--- src/rtl/krms_stats_mc.sv ---
// rtl/krms_stats_mc.sv - multi-channel sum-of-squares / sum front end with result FIFO (option: KRMS_STATS_ABSMAX_EN)
module krms_stats_mc #(
    parameter int BUS_NUM        = 8,
    parameter int DATA_WIDTH     = 8,
    parameter int DATA_NUM_WIDTH = 10,
    parameter int CH_NUM         = 4,
    parameter int SUM_WIDTH      = 32,
    parameter int OUT_DEPTH      = 4
) (
    input  logic                                       clk,
    input  logic                                       rst,
    input  logic                                       start,
    input  logic [DATA_NUM_WIDTH-1:0]                  cfg_k,
    input  logic                                       cfg_mode,
    input  logic [BUS_NUM*DATA_WIDTH-1:0]              in_data,
    input  logic [((CH_NUM > 1) ? $clog2(CH_NUM) : 1)-1:0] in_ch,
    input  logic                                       in_vld,
    output logic                                       in_rdy,
    output logic [SUM_WIDTH-1:0]                       out_sq_sum,
    output logic [SUM_WIDTH-1:0]                       out_sum,
    output logic [((CH_NUM > 1) ? $clog2(CH_NUM) : 1)-1:0] out_ch,
    output logic                                       out_vld,
    input  logic                                       out_rdy,
    output logic                                       busy,
    output logic                                       done,
`ifdef KRMS_STATS_ABSMAX_EN
    output logic [DATA_WIDTH-1:0]                      out_absmax,
`endif
    output logic                                       err
);

    localparam int CH_W  = (CH_NUM > 1) ? $clog2(CH_NUM) : 1;
    localparam int SQ_W  = 2 * DATA_WIDTH;
    localparam int CNT_W = DATA_NUM_WIDTH + $clog2(BUS_NUM) + 1;
    localparam int PTR_W = $clog2(OUT_DEPTH);
    localparam int FC_W  = $clog2(OUT_DEPTH + 1);

    typedef enum logic [1:0] {S_IDLE, S_RUN, S_DRAIN} state_t;

    state_t                      state_q, state_d;
    logic [DATA_NUM_WIDTH-1:0]   k_q, k_d;
    logic                        mode_q, mode_d, err_q, err_d, done_q, done_d, busy_q, busy_d;
    logic [DATA_NUM_WIDTH-1:0]   cnt_q [CH_NUM];
    logic [DATA_NUM_WIDTH-1:0]   cnt_d [CH_NUM];
    logic [CH_NUM-1:0]           dmask_q, dmask_d;
    logic                        s1_vld_q, s1_vld_d, s1_last_q, s1_last_d;
    logic [CH_W-1:0]             s1_ch_q, s1_ch_d;
    logic [SQ_W-1:0]             s1_sq_q [BUS_NUM];
    logic [SQ_W-1:0]             s1_sq_d [BUS_NUM];
    logic signed [DATA_WIDTH-1:0] s1_x_q [BUS_NUM];
    logic signed [DATA_WIDTH-1:0] s1_x_d [BUS_NUM];
    logic [SUM_WIDTH-1:0]        acc_sq_q [CH_NUM];
    logic [SUM_WIDTH-1:0]        acc_sq_d [CH_NUM];
    logic [SUM_WIDTH-1:0]        acc_sum_q [CH_NUM];
    logic [SUM_WIDTH-1:0]        acc_sum_d [CH_NUM];
    logic [SUM_WIDTH-1:0]        f_sq_q [OUT_DEPTH];
    logic [SUM_WIDTH-1:0]        f_sq_d [OUT_DEPTH];
    logic [SUM_WIDTH-1:0]        f_sum_q [OUT_DEPTH];
    logic [SUM_WIDTH-1:0]        f_sum_d [OUT_DEPTH];
    logic [CH_W-1:0]             f_ch_q [OUT_DEPTH];
    logic [CH_W-1:0]             f_ch_d [OUT_DEPTH];
    logic [PTR_W-1:0]            wr_ptr_q, wr_ptr_d, rd_ptr_q, rd_ptr_d;
    logic [FC_W-1:0]             fcnt_q, fcnt_d;
`ifdef KRMS_STATS_ABSMAX_EN
    logic [DATA_WIDTH-1:0]       s1_amax_q, s1_amax_d;
    logic [DATA_WIDTH-1:0]       acc_amax_q [CH_NUM];
    logic [DATA_WIDTH-1:0]       acc_amax_d [CH_NUM];
    logic [DATA_WIDTH-1:0]       f_amax_q [OUT_DEPTH];
    logic [DATA_WIDTH-1:0]       f_amax_d [OUT_DEPTH];
    logic [DATA_WIDTH-1:0]       lane_abs, new_amax;
`endif

    logic [FC_W:0]               credits;
    logic                        accept, ch_in_range, ch_ok, last, push, pop, lane_v;
    logic [CH_W-1:0]             ch_idx;
    logic [CNT_W-1:0]            c_ext, k_ext;
    logic signed [DATA_WIDTH-1:0] lane_x;
    logic signed [SQ_W-1:0]      lane_prod;
    logic [SUM_WIDTH-1:0]        sq_add, sum_add, new_sq, new_sum;

    // Results already queued plus a last beat still in the square stage each hold one FIFO slot.
    assign credits    = {1'b0, fcnt_q} + (FC_W + 1)'(s1_vld_q & s1_last_q);
    assign in_rdy     = (state_q == S_RUN) && (credits < (FC_W + 1)'(OUT_DEPTH));
    assign out_vld    = (fcnt_q != '0);
    assign out_sq_sum = f_sq_q[rd_ptr_q];
    assign out_sum    = f_sum_q[rd_ptr_q];
    assign out_ch     = f_ch_q[rd_ptr_q];
`ifdef KRMS_STATS_ABSMAX_EN
    assign out_absmax = f_amax_q[rd_ptr_q];
`endif
    assign busy       = busy_q;
    assign done       = done_q;
    assign err        = err_q;

    // Next-state logic: control FSM, lane masking/squaring, channel accumulation and result FIFO.
    always_comb begin
        state_d  = state_q;   k_d      = k_q;      mode_d   = mode_q;
        err_d    = err_q;     done_d   = 1'b0;     cnt_d    = cnt_q;
        dmask_d  = dmask_q;   s1_vld_d = 1'b0;     s1_last_d = s1_last_q;
        s1_ch_d  = s1_ch_q;   s1_sq_d  = s1_sq_q;  s1_x_d   = s1_x_q;
        acc_sq_d = acc_sq_q;  acc_sum_d = acc_sum_q;
        f_sq_d   = f_sq_q;    f_sum_d  = f_sum_q;  f_ch_d   = f_ch_q;
        wr_ptr_d = wr_ptr_q;  rd_ptr_d = rd_ptr_q;
        lane_v   = 1'b0;      lane_x   = '0;       lane_prod = '0;
`ifdef KRMS_STATS_ABSMAX_EN
        s1_amax_d = '0;       acc_amax_d = acc_amax_q; f_amax_d = f_amax_q;
        lane_abs  = '0;
`endif

        // Stage 0: classify the beat against its channel's running element count.
        ch_in_range = int'(in_ch) < CH_NUM;
        ch_idx      = ch_in_range ? in_ch : '0;
        ch_ok       = ch_in_range && !dmask_q[ch_idx];
        accept      = in_vld && in_rdy;
        c_ext       = CNT_W'(cnt_q[ch_idx]);
        k_ext       = CNT_W'(k_q);
        last        = (c_ext + CNT_W'(BUS_NUM)) >= k_ext;

        if (accept && ch_ok) begin
            s1_vld_d  = 1'b1;
            s1_last_d = last;
            s1_ch_d   = in_ch;
            for (int i = 0; i < BUS_NUM; i++) begin
                lane_v    = (c_ext + CNT_W'(i)) < k_ext;
                lane_x    = $signed(in_data[i*DATA_WIDTH +: DATA_WIDTH]);
                lane_prod = lane_x * lane_x;
                s1_sq_d[i] = lane_v ? SQ_W'(lane_prod) : '0;
                s1_x_d[i]  = (lane_v && mode_q) ? lane_x : '0;
`ifdef KRMS_STATS_ABSMAX_EN
                lane_abs = lane_x[DATA_WIDTH-1] ? DATA_WIDTH'(-lane_x) : DATA_WIDTH'(lane_x);
                if (lane_v && (lane_abs > s1_amax_d)) s1_amax_d = lane_abs;
`endif
            end
            cnt_d[ch_idx] = last ? '0 : DATA_NUM_WIDTH'(c_ext + CNT_W'(BUS_NUM));
            if (last) dmask_d[ch_idx] = 1'b1;
        end else if (accept) begin
            err_d = 1'b1;
        end

        // Stage 2: fold the registered lanes into the channel and emit on its last beat.
        sq_add  = '0;
        sum_add = '0;
        for (int i = 0; i < BUS_NUM; i++) begin
            sq_add  = sq_add + SUM_WIDTH'(s1_sq_q[i]);
            sum_add = sum_add + {{(SUM_WIDTH-DATA_WIDTH){s1_x_q[i][DATA_WIDTH-1]}}, s1_x_q[i]};
        end
        new_sq  = acc_sq_q[s1_ch_q] + sq_add;
        new_sum = acc_sum_q[s1_ch_q] + sum_add;
`ifdef KRMS_STATS_ABSMAX_EN
        new_amax = (s1_amax_q > acc_amax_q[s1_ch_q]) ? s1_amax_q : acc_amax_q[s1_ch_q];
`endif
        push = s1_vld_q && s1_last_q;
        pop  = out_rdy && (fcnt_q != '0);

        if (s1_vld_q) begin
            acc_sq_d[s1_ch_q]  = s1_last_q ? '0 : new_sq;
            acc_sum_d[s1_ch_q] = s1_last_q ? '0 : new_sum;
`ifdef KRMS_STATS_ABSMAX_EN
            acc_amax_d[s1_ch_q] = s1_last_q ? '0 : new_amax;
`endif
        end
        if (push) begin
            f_sq_d[wr_ptr_q]  = new_sq;
            f_sum_d[wr_ptr_q] = new_sum;
            f_ch_d[wr_ptr_q]  = s1_ch_q;
`ifdef KRMS_STATS_ABSMAX_EN
            f_amax_d[wr_ptr_q] = new_amax;
`endif
            wr_ptr_d = (wr_ptr_q == PTR_W'(OUT_DEPTH - 1)) ? '0 : wr_ptr_q + 1'b1;
        end
        if (pop) rd_ptr_d = (rd_ptr_q == PTR_W'(OUT_DEPTH - 1)) ? '0 : rd_ptr_q + 1'b1;
        fcnt_d = fcnt_q + FC_W'(push) - FC_W'(pop);

        // Control FSM; start is only honoured while idle.
        case (state_q)
            S_IDLE: begin
                if (start) begin
                    if (cfg_k != '0) begin
                        k_d     = cfg_k;
                        mode_d  = cfg_mode;
                        err_d   = 1'b0;
                        dmask_d = '0;
                        for (int c = 0; c < CH_NUM; c++) cnt_d[c] = '0;
                        state_d = S_RUN;
                    end else begin
                        err_d = 1'b1;
                    end
                end
            end
            S_RUN:   if (&dmask_q) state_d = S_DRAIN;
            S_DRAIN: begin
                if (!s1_vld_q && (fcnt_q == '0)) begin
                    state_d = S_IDLE;
                    done_d  = 1'b1;
                end
            end
            default: state_d = S_IDLE;
        endcase
        busy_d = (state_d != S_IDLE);
    end

    // State registers with synchronous reset; reset discards any pass in progress.
    always_ff @(posedge clk) begin
        if (rst) begin
            state_q  <= S_IDLE; k_q <= '0; mode_q <= 1'b0; err_q <= 1'b0;
            done_q   <= 1'b0;   busy_q <= 1'b0; dmask_q <= '0;
            s1_vld_q <= 1'b0;   s1_last_q <= 1'b0; s1_ch_q <= '0;
            wr_ptr_q <= '0;     rd_ptr_q <= '0; fcnt_q <= '0;
            for (int c = 0; c < CH_NUM; c++) begin
                cnt_q[c] <= '0; acc_sq_q[c] <= '0; acc_sum_q[c] <= '0;
`ifdef KRMS_STATS_ABSMAX_EN
                acc_amax_q[c] <= '0;
`endif
            end
            for (int i = 0; i < BUS_NUM; i++) begin
                s1_sq_q[i] <= '0; s1_x_q[i] <= '0;
            end
            for (int e = 0; e < OUT_DEPTH; e++) begin
                f_sq_q[e] <= '0; f_sum_q[e] <= '0; f_ch_q[e] <= '0;
`ifdef KRMS_STATS_ABSMAX_EN
                f_amax_q[e] <= '0;
`endif
            end
`ifdef KRMS_STATS_ABSMAX_EN
            s1_amax_q <= '0;
`endif
        end else begin
            state_q  <= state_d;  k_q <= k_d; mode_q <= mode_d; err_q <= err_d;
            done_q   <= done_d;   busy_q <= busy_d; dmask_q <= dmask_d; cnt_q <= cnt_d;
            s1_vld_q <= s1_vld_d; s1_last_q <= s1_last_d; s1_ch_q <= s1_ch_d;
            s1_sq_q  <= s1_sq_d;  s1_x_q <= s1_x_d;
            acc_sq_q <= acc_sq_d; acc_sum_q <= acc_sum_d;
            f_sq_q   <= f_sq_d;   f_sum_q <= f_sum_d; f_ch_q <= f_ch_d;
            wr_ptr_q <= wr_ptr_d; rd_ptr_q <= rd_ptr_d; fcnt_q <= fcnt_d;
`ifdef KRMS_STATS_ABSMAX_EN
            s1_amax_q <= s1_amax_d; acc_amax_q <= acc_amax_d; f_amax_q <= f_amax_d;
`endif
        end
    end

endmodule

--- config.mk ---
export PLATFORM = sky130hd
export DESIGN_NAME = krms_stats_mc
export DESIGN_NICKNAME = d
export VERILOG_FILES = /design/src/rtl/krms_stats_mc.sv
export SDC_FILE = /design/constraint.sdc
export NUM_CORES = 2
export LEC_CHECK = 0
export BUFFER_PORTS_ARGS = -buffer_cell sky130_fd_sc_hd__buf_4
export CORE_ASPECT_RATIO = 0.6
export CORE_MARGIN = 2
export CORE_UTILIZATION = 50
export CTS_CLUSTER_SIZE = 16
export DETAILED_ROUTE_END_ITERATION = 10
export PLACE_DENSITY = 0.66
export SYNTH_ARGS = -nofsm -noshare
export SYNTH_HDL_FRONTEND = slang
export SYNTH_SLANG_ARGS = --single-unit
--- constraint.sdc ---
create_clock -name clk -period 12.8 [get_ports clk]
set_input_delay 1.28 -clock clk [delete_from_list [all_inputs] [get_ports clk]]
set_output_delay 1.28 -clock clk [all_outputs]
set_load 0.02 [all_outputs]
After elaboration in Yosys (flattened, before gate mapping)
Cells that the tools add are included.
Operators by class
  $lt $le $gt $ge: 19
  bitwise operators: 7
  reductions and logical operators: 28
  multiplexer cells: 78
  multipliers: 8
  eq/ne operators: 4
  $add $sub $neg: 29
Operators with widths (number)
  bitwise mux 128 bit: 4
  2-to-1 mux 32 bit: 12
  binary-select mux 32 bit (select 2 bit): 4
  2-to-1 mux 40 bit: 4
  demux 32 bit (select 2 bit): 2
  multiplier 8 x 8 -> 16 bit: 8
  2-to-1 mux 16 bit: 8
  less-than comparator 11 x 10 -> 1 bit: 7
  2-to-1 mux 8 bit: 8
  adder 10 x 3 -> 11 bit, second input constant: 4
  bitwise mux 40 bit: 1
  2-to-1 mux 10 bit: 4
  adder 32 x 23 -> 32 bit: 1
  adder 32 bit: 1
  adder 22 x 16 -> 23 bit: 1
  adder 10 x 2 -> 11 bit, second input constant: 2
  adder 21 x 16 -> 22 bit: 1
  adder 20 x 16 -> 21 bit: 1
  adder 19 x 16 -> 20 bit: 1
  binary-select mux 10 bit (select 2 bit): 1
  demux 10 bit (select 2 bit): 1
  2-to-1 mux 4 bit: 5
  adder 18 x 16 -> 19 bit: 1
  adder 17 x 16 -> 18 bit: 1
  other kinds (45): 90
Storage, ports and cells
  bits in registers: 783
  bits of input ports: 82
  word-level logic and storage cells: 226

Longest topological paths before layout
  word-level depth: 12
  mapped depth: 30
  depth with buffers taken out: 30

Worst setup path before layout
No wires, ideal clock.
  path kind: reg-to-reg
  start: register s1_ch_q[1]
  end: register acc_sq_q[126] (netlist bit)
  cell stages (with the launch flop): 23
  period minus slack after synthesis: 7.127 ns
  setup time: 0.137 ns
  slack: 5.673 ns
  data required time: 12.663 ns
  path buffers: 5
  arrival time: 6.991 ns
  path through: dfxtp_1 clkbuf_1 clkbuf_1 clkbuf_1 clkbuf_1 buf_1 mux4_2 fa_1 fa_1 fa_1 fa_1 ha_1 fa_1 a21o_1 a21oi_1 o21bai_1 a21oi_1 o211ai_1 a311o_1 a31oi_1 nor2_1 xnor2_1 o21ai_0
On the way
  longest elaborated chain between the ends: 7
  elaborated cells on any way between the ends: 12
RTL lines
  from (decl): line 47  | logic [CH_W-1:0] s1_ch_q, s1_ch_d;
  from (signal assigned): line 230  | s1_vld_q <= s1_vld_d; s1_last_q <= s1_last_d; s1_ch_q <= s1_ch_d;
  inverter 2 -> 3 bit (*): line 147, 156
  binary-select mux 32 bit (select 2 bit): line 147  | new_sq = acc_sq_q[s1_ch_q] + sq_add;
  2-to-1 mux 32 bit (implied by the code) (2 in a row): line 147
  adder 32 x 23 -> 32 bit: line 147
  2-to-1 mux 32 bit: line 156  | acc_sq_d[s1_ch_q] = s1_last_q ? '0 : new_sq;
  bitwise mux 128 bit (*): line 156
  to (signal assigned): line 232  | acc_sq_q <= acc_sq_d; acc_sum_q <= acc_sum_d;
  to (decl): line 52  | logic [SUM_WIDTH-1:0] acc_sq_q [CH_NUM];
Every way passes the cells marked *; elsewhere a longest branch is shown, timed or not. The select of a mux whose other input is x is not followed.
A chain may end at the register's enable or synchronous reset.

Worst setup path in the final report
  start: register s1_x_q[2] (netlist bit)
  end: register acc_sum_q[92] (netlist bit)
On the way
  longest elaborated chain between the ends: 4
RTL lines
  from (decl): line 50  | logic signed [DATA_WIDTH-1:0] s1_x_q [BUS_NUM];
  from (signal, indexed assignment): line 216  | s1_sq_q[i] <= '0; s1_x_q[i] <= '0;
  from (signal assigned): line 231  | s1_sq_q <= s1_sq_d; s1_x_q <= s1_x_d;
  adder 14 x 8 -> 15 bit: line 145  | sum_add = sum_add + {{(SUM_WIDTH-DATA_WIDTH){s1_x_q[i][DATA_WIDTH-1]}}, s1_x_q[i]};
  adder 32 bit: line 148  | new_sum = acc_sum_q[s1_ch_q] + sum_add;
  2-to-1 mux 32 bit: line 157  | acc_sum_d[s1_ch_q] = s1_last_q ? '0 : new_sum;
  bitwise mux 128 bit: line 157
  to (signal assigned): line 232
  to (decl): line 54  | logic [SUM_WIDTH-1:0] acc_sum_q [CH_NUM];
Every way passes these cells.

==> impl_metrics.ini <==
[floorplanning]
die_area_um2 = 114000
initial_core_util_pct = 50.5
rows = 94
die_w_um = 434
die_h_um = 262
io_pins = 153
fp.coreArea_um2 = 110000

[global_route]
grt_pass1_wl_mm = 241
antenna_found_initial = 8
grt-busiest-layer = met1
grt_pass1_vias = 42100
use_met2_pct = 38.9
grt_use_met3_pct = 7.38
globalRouteMet1Util_pct = 40.3
grt_max_degree = 134
grt-ovfl-total = 0
grt_usage_pct = 27.1

[min_path]
hold_end = acc_sq_q[22]$_SDFFE_PP0P_
hold_class = reg -> reg
min_delay_path_depth = 2
holdCritStartpoint = acc_sq_q[22]$_SDFFE_PP0P_

[timing]
tightest_slew_ns = 1.15
setup_tns_ns = 0
maxSlewHeadroom_pct = 23.2
period_needed_ns = 7.60
fmax_mhz = 132
skew_ns = 0.0416
report.final.slew_viol_count = 0
finalCritPeriodShare_pct = 59.4
rsz0062_at_grt = false
setup_viol = 0
hold_viol_final = 0

[layout]
layout_commonest_cell = nand2_1
fin_util_pct = 55.0
syn2layout_area_growth_pct = 8.76
nNetsFinal = 6945
drive_gt1_share_pct = 9.12
layout_common_cells = 820 x nand2_1, 770 x dfxtp_1, 748 x inv_1

[synth]
synthMuxAreaShare_pct = 6.08
synth-simple-area-share_pct = 13.1
ys_seq_elements = 775
synth_fa_ha_area_share_pct = 27.2
synth-async-reset-ratio_pct = 0
syn_avg_cell_area_um2 = 9.16
synth-xor-area-share_pct = 4.15
seq_area_frac_synth_pct = 28.0
synth-main-ff-cell = dfxtp_1
synthesis.area_um2 = 55500
syn_nets = 7035
synth_cells = 6062
synth_cell_types = 90
synth_top_family_by_area = adder cells
synth_compound_area_share_pct = 13.9
yosysWarnings = 0
synth_edf_count = 0

[worst_setup_path]
path_buf_inv = 6
max_stage_delay_ns = 0.54
cp-end-kind = register
start_kind = register
critPathRequiredTime_ns = 13.32
crit_top_cell = fa_1
rrSetupSlack_ns = 5.20
critPathMaxFanout = 31
reg2reg_depth = 25
critPathArrivalTime_ns = 8.12
worstSetupPathType = reg -> reg
cp_top_family = adder cells
slowest_stage = fa_1
timing.rr.end = acc_sum_q[92]$_SDFFE_PP0P_
reg2reg_from = s1_x_q[2]$_SDFFE_PP0P_

[route]
drt_pass1_iterations = 5
vias_per_cell = 5.64
wl_mm = 153
wl_per_cell_um = 20.3
vias = 42500
drt_iter0_drc = 3613
ant_nets = 0
post-route-drc-count = 0

[power]
p_clk_share_pct = 26.2
p_int_mw = 5.60
power_frac_seq_pct = 28.0
combPwrFrac_pct = 45.8
p_sw_share_pct = 40.1
powerDensity_nw_per_um2 = 155
power_switching_mw = 3.75
power_mw = 9.35
leakage_nw = 25.5
ir_drop_uv = 128

[clock_tree]
post_cts_resized = 0
path_clk_slew_ns = 0.06
tritoncts = yes
htreeDepth = 3
ctsRootBufferMaster = clkbuf_16
cts_num_sinks = 775
clk_latency_ns = 0.69
cts_buffer_depth = 3
cts_hold_buf = 0
post_cts_buffers = 0
numCtsBuffers = 76

[placement]
place_congestion = 0.929
port-buffer-count = 152
dp_hpwl_mm = 113

[run]
drv_cap = 0

[run_status]
outcome = complete, no violations
## metrics by stage
step,setup WS [ns],cells,hold slack (ns),area [um2]
floorplan,5.67,6062,0.420,55500
global placement,5.51,7382,0.428,57600
detailed placement,5.26,7382,0.439,57600
CTS,5.26,7522,0.452,60400
global route,4.77,7526,0.464,60400
finish,5.20,7527,0.450,60400
## cell families after synthesis
group | after synthesis
compound gates | 1219
mux | 160
flops | 775
buf+inv | 1123
fa+ha+maj | 891
xor+xnor | 261
simple gates | 1633
## synthesized netlist by cell type, drive strengths merged, types with 68 or more instances
| master | n | area share (%) |
|---|---|---|
| inv | 750 | 5.1 |
| nand3 | 141 | 1.3 |
| and2 | 137 | 1.5 |
| ha | 367 | 8.3 |
| a21oi | 547 | 4.9 |
| nor2 | 295 | 2.0 |
| a22o | 121 | 1.9 |
| a32oi | 69 | 1.1 |
| o21ai | 201 | 1.8 |
| dfxtp | 775 | 28 |
| clkbuf | 303 | 2.0 |
| fa | 524 | 19 |
| xnor2 | 195 | 3.1 |
| buf | 68 | 0.52 |
| mux4 | 141 | 5.7 |
| nand2 | 823 | 5.6 |
## worst max-delay path by stage
stage	end	start	cells past startpoint	slack, ns
after global routing	acc_sum_q[60]$_SDFFE_PP0P_	s1_x_q[3]$_SDFFE_PP0P_	30	4.77
after CTS	acc_sum_q[92]$_SDFFE_PP0P_	s1_x_q[2]$_SDFFE_PP0P_	25	5.26
final	acc_sum_q[92]$_SDFFE_PP0P_	s1_x_q[2]$_SDFFE_PP0P_	25	5.20
after detailed placement	acc_sum_q[92]$_SDFFE_PP0P_	s1_x_q[2]$_SDFFE_PP0P_	25	5.26
after global placement	acc_sum_q[31]$_SDFFE_PP0P_	s1_x_q[26]$_SDFFE_PP0P_	26	5.51
after floorplan	acc_sq_q[126]$_SDFFE_PP0P_	s1_ch_q[1]$_SDFFE_PP0P_	22	5.67
## flip-flops by register name, summed over array words and instances (netlist names), 2 cells and up
name / cells
acc_sq_q: 128
acc_sum_q: 128
f_sq_q: 128
f_sum_q: 128
s1_sq_q: 120
s1_x_q: 64
cnt_q: 40
k_q: 10
f_ch_q: 8
dmask_q: 4
fcnt_q: 3
rd_ptr_q: 2
s1_ch_q: 2
state_q: 2
wr_ptr_q: 2
## layer usage
metal / wire length (um) / vias up
met2: 63500 / 1433
li1: - / 19900
met3: 14900 / 211
met1: 70900 / 20900
met4: 3560 / 4
met5: 32 / -
## power by group through the flow
stage	combinational (mW)	sequential, mW	clock (mW)
floorplan	3.16	2.59	0
global placement	4.16	2.67	0
detailed placement	4.23	2.67	0
CTS	4.28	2.61	2.47
global route	4.83	2.63	2.57
finish	4.28	2.62	2.45
## layout make-up
type | count | area, um2
antenna | 5 | 12.5
clock buffer | 110 | 2230
clock inverter | 30 | 489
fill | 9922 | 49500
inverter | 752 | 2820
multi-input combinational | 4164 | 35900
sequential | 775 | 15500
tap | 1488 | 1860
timing repair buffer | 203 | 1540
## worst register-to-register path, cell delays in order, from the launching register on
cell	delay, ns
dfxtp_1	0.34
inv_1	0.06
fa_1	0.54
inv_1	0.07
fa_1	0.46
fa_1	0.49
inv_1	0.05
fa_1	0.48
inv_1	0.04
ha_1	0.21
fa_1	0.47
a21o_1	0.20
a221oi_2	0.45
o2111a_2	0.37
nor2_2	0.14
inv_2	0.44
ha_1	0.36
clkinv_1	0.31
a21oi_1	0.23
o21ai_0	0.11
a41o_1	0.21
a21oi_1	0.35
o21ai_2	0.18
mux2i_1	0.24
xor2_1	0.46
o21ai_0	0.19
Note: power is estimated with default switching activity, not from simulation.
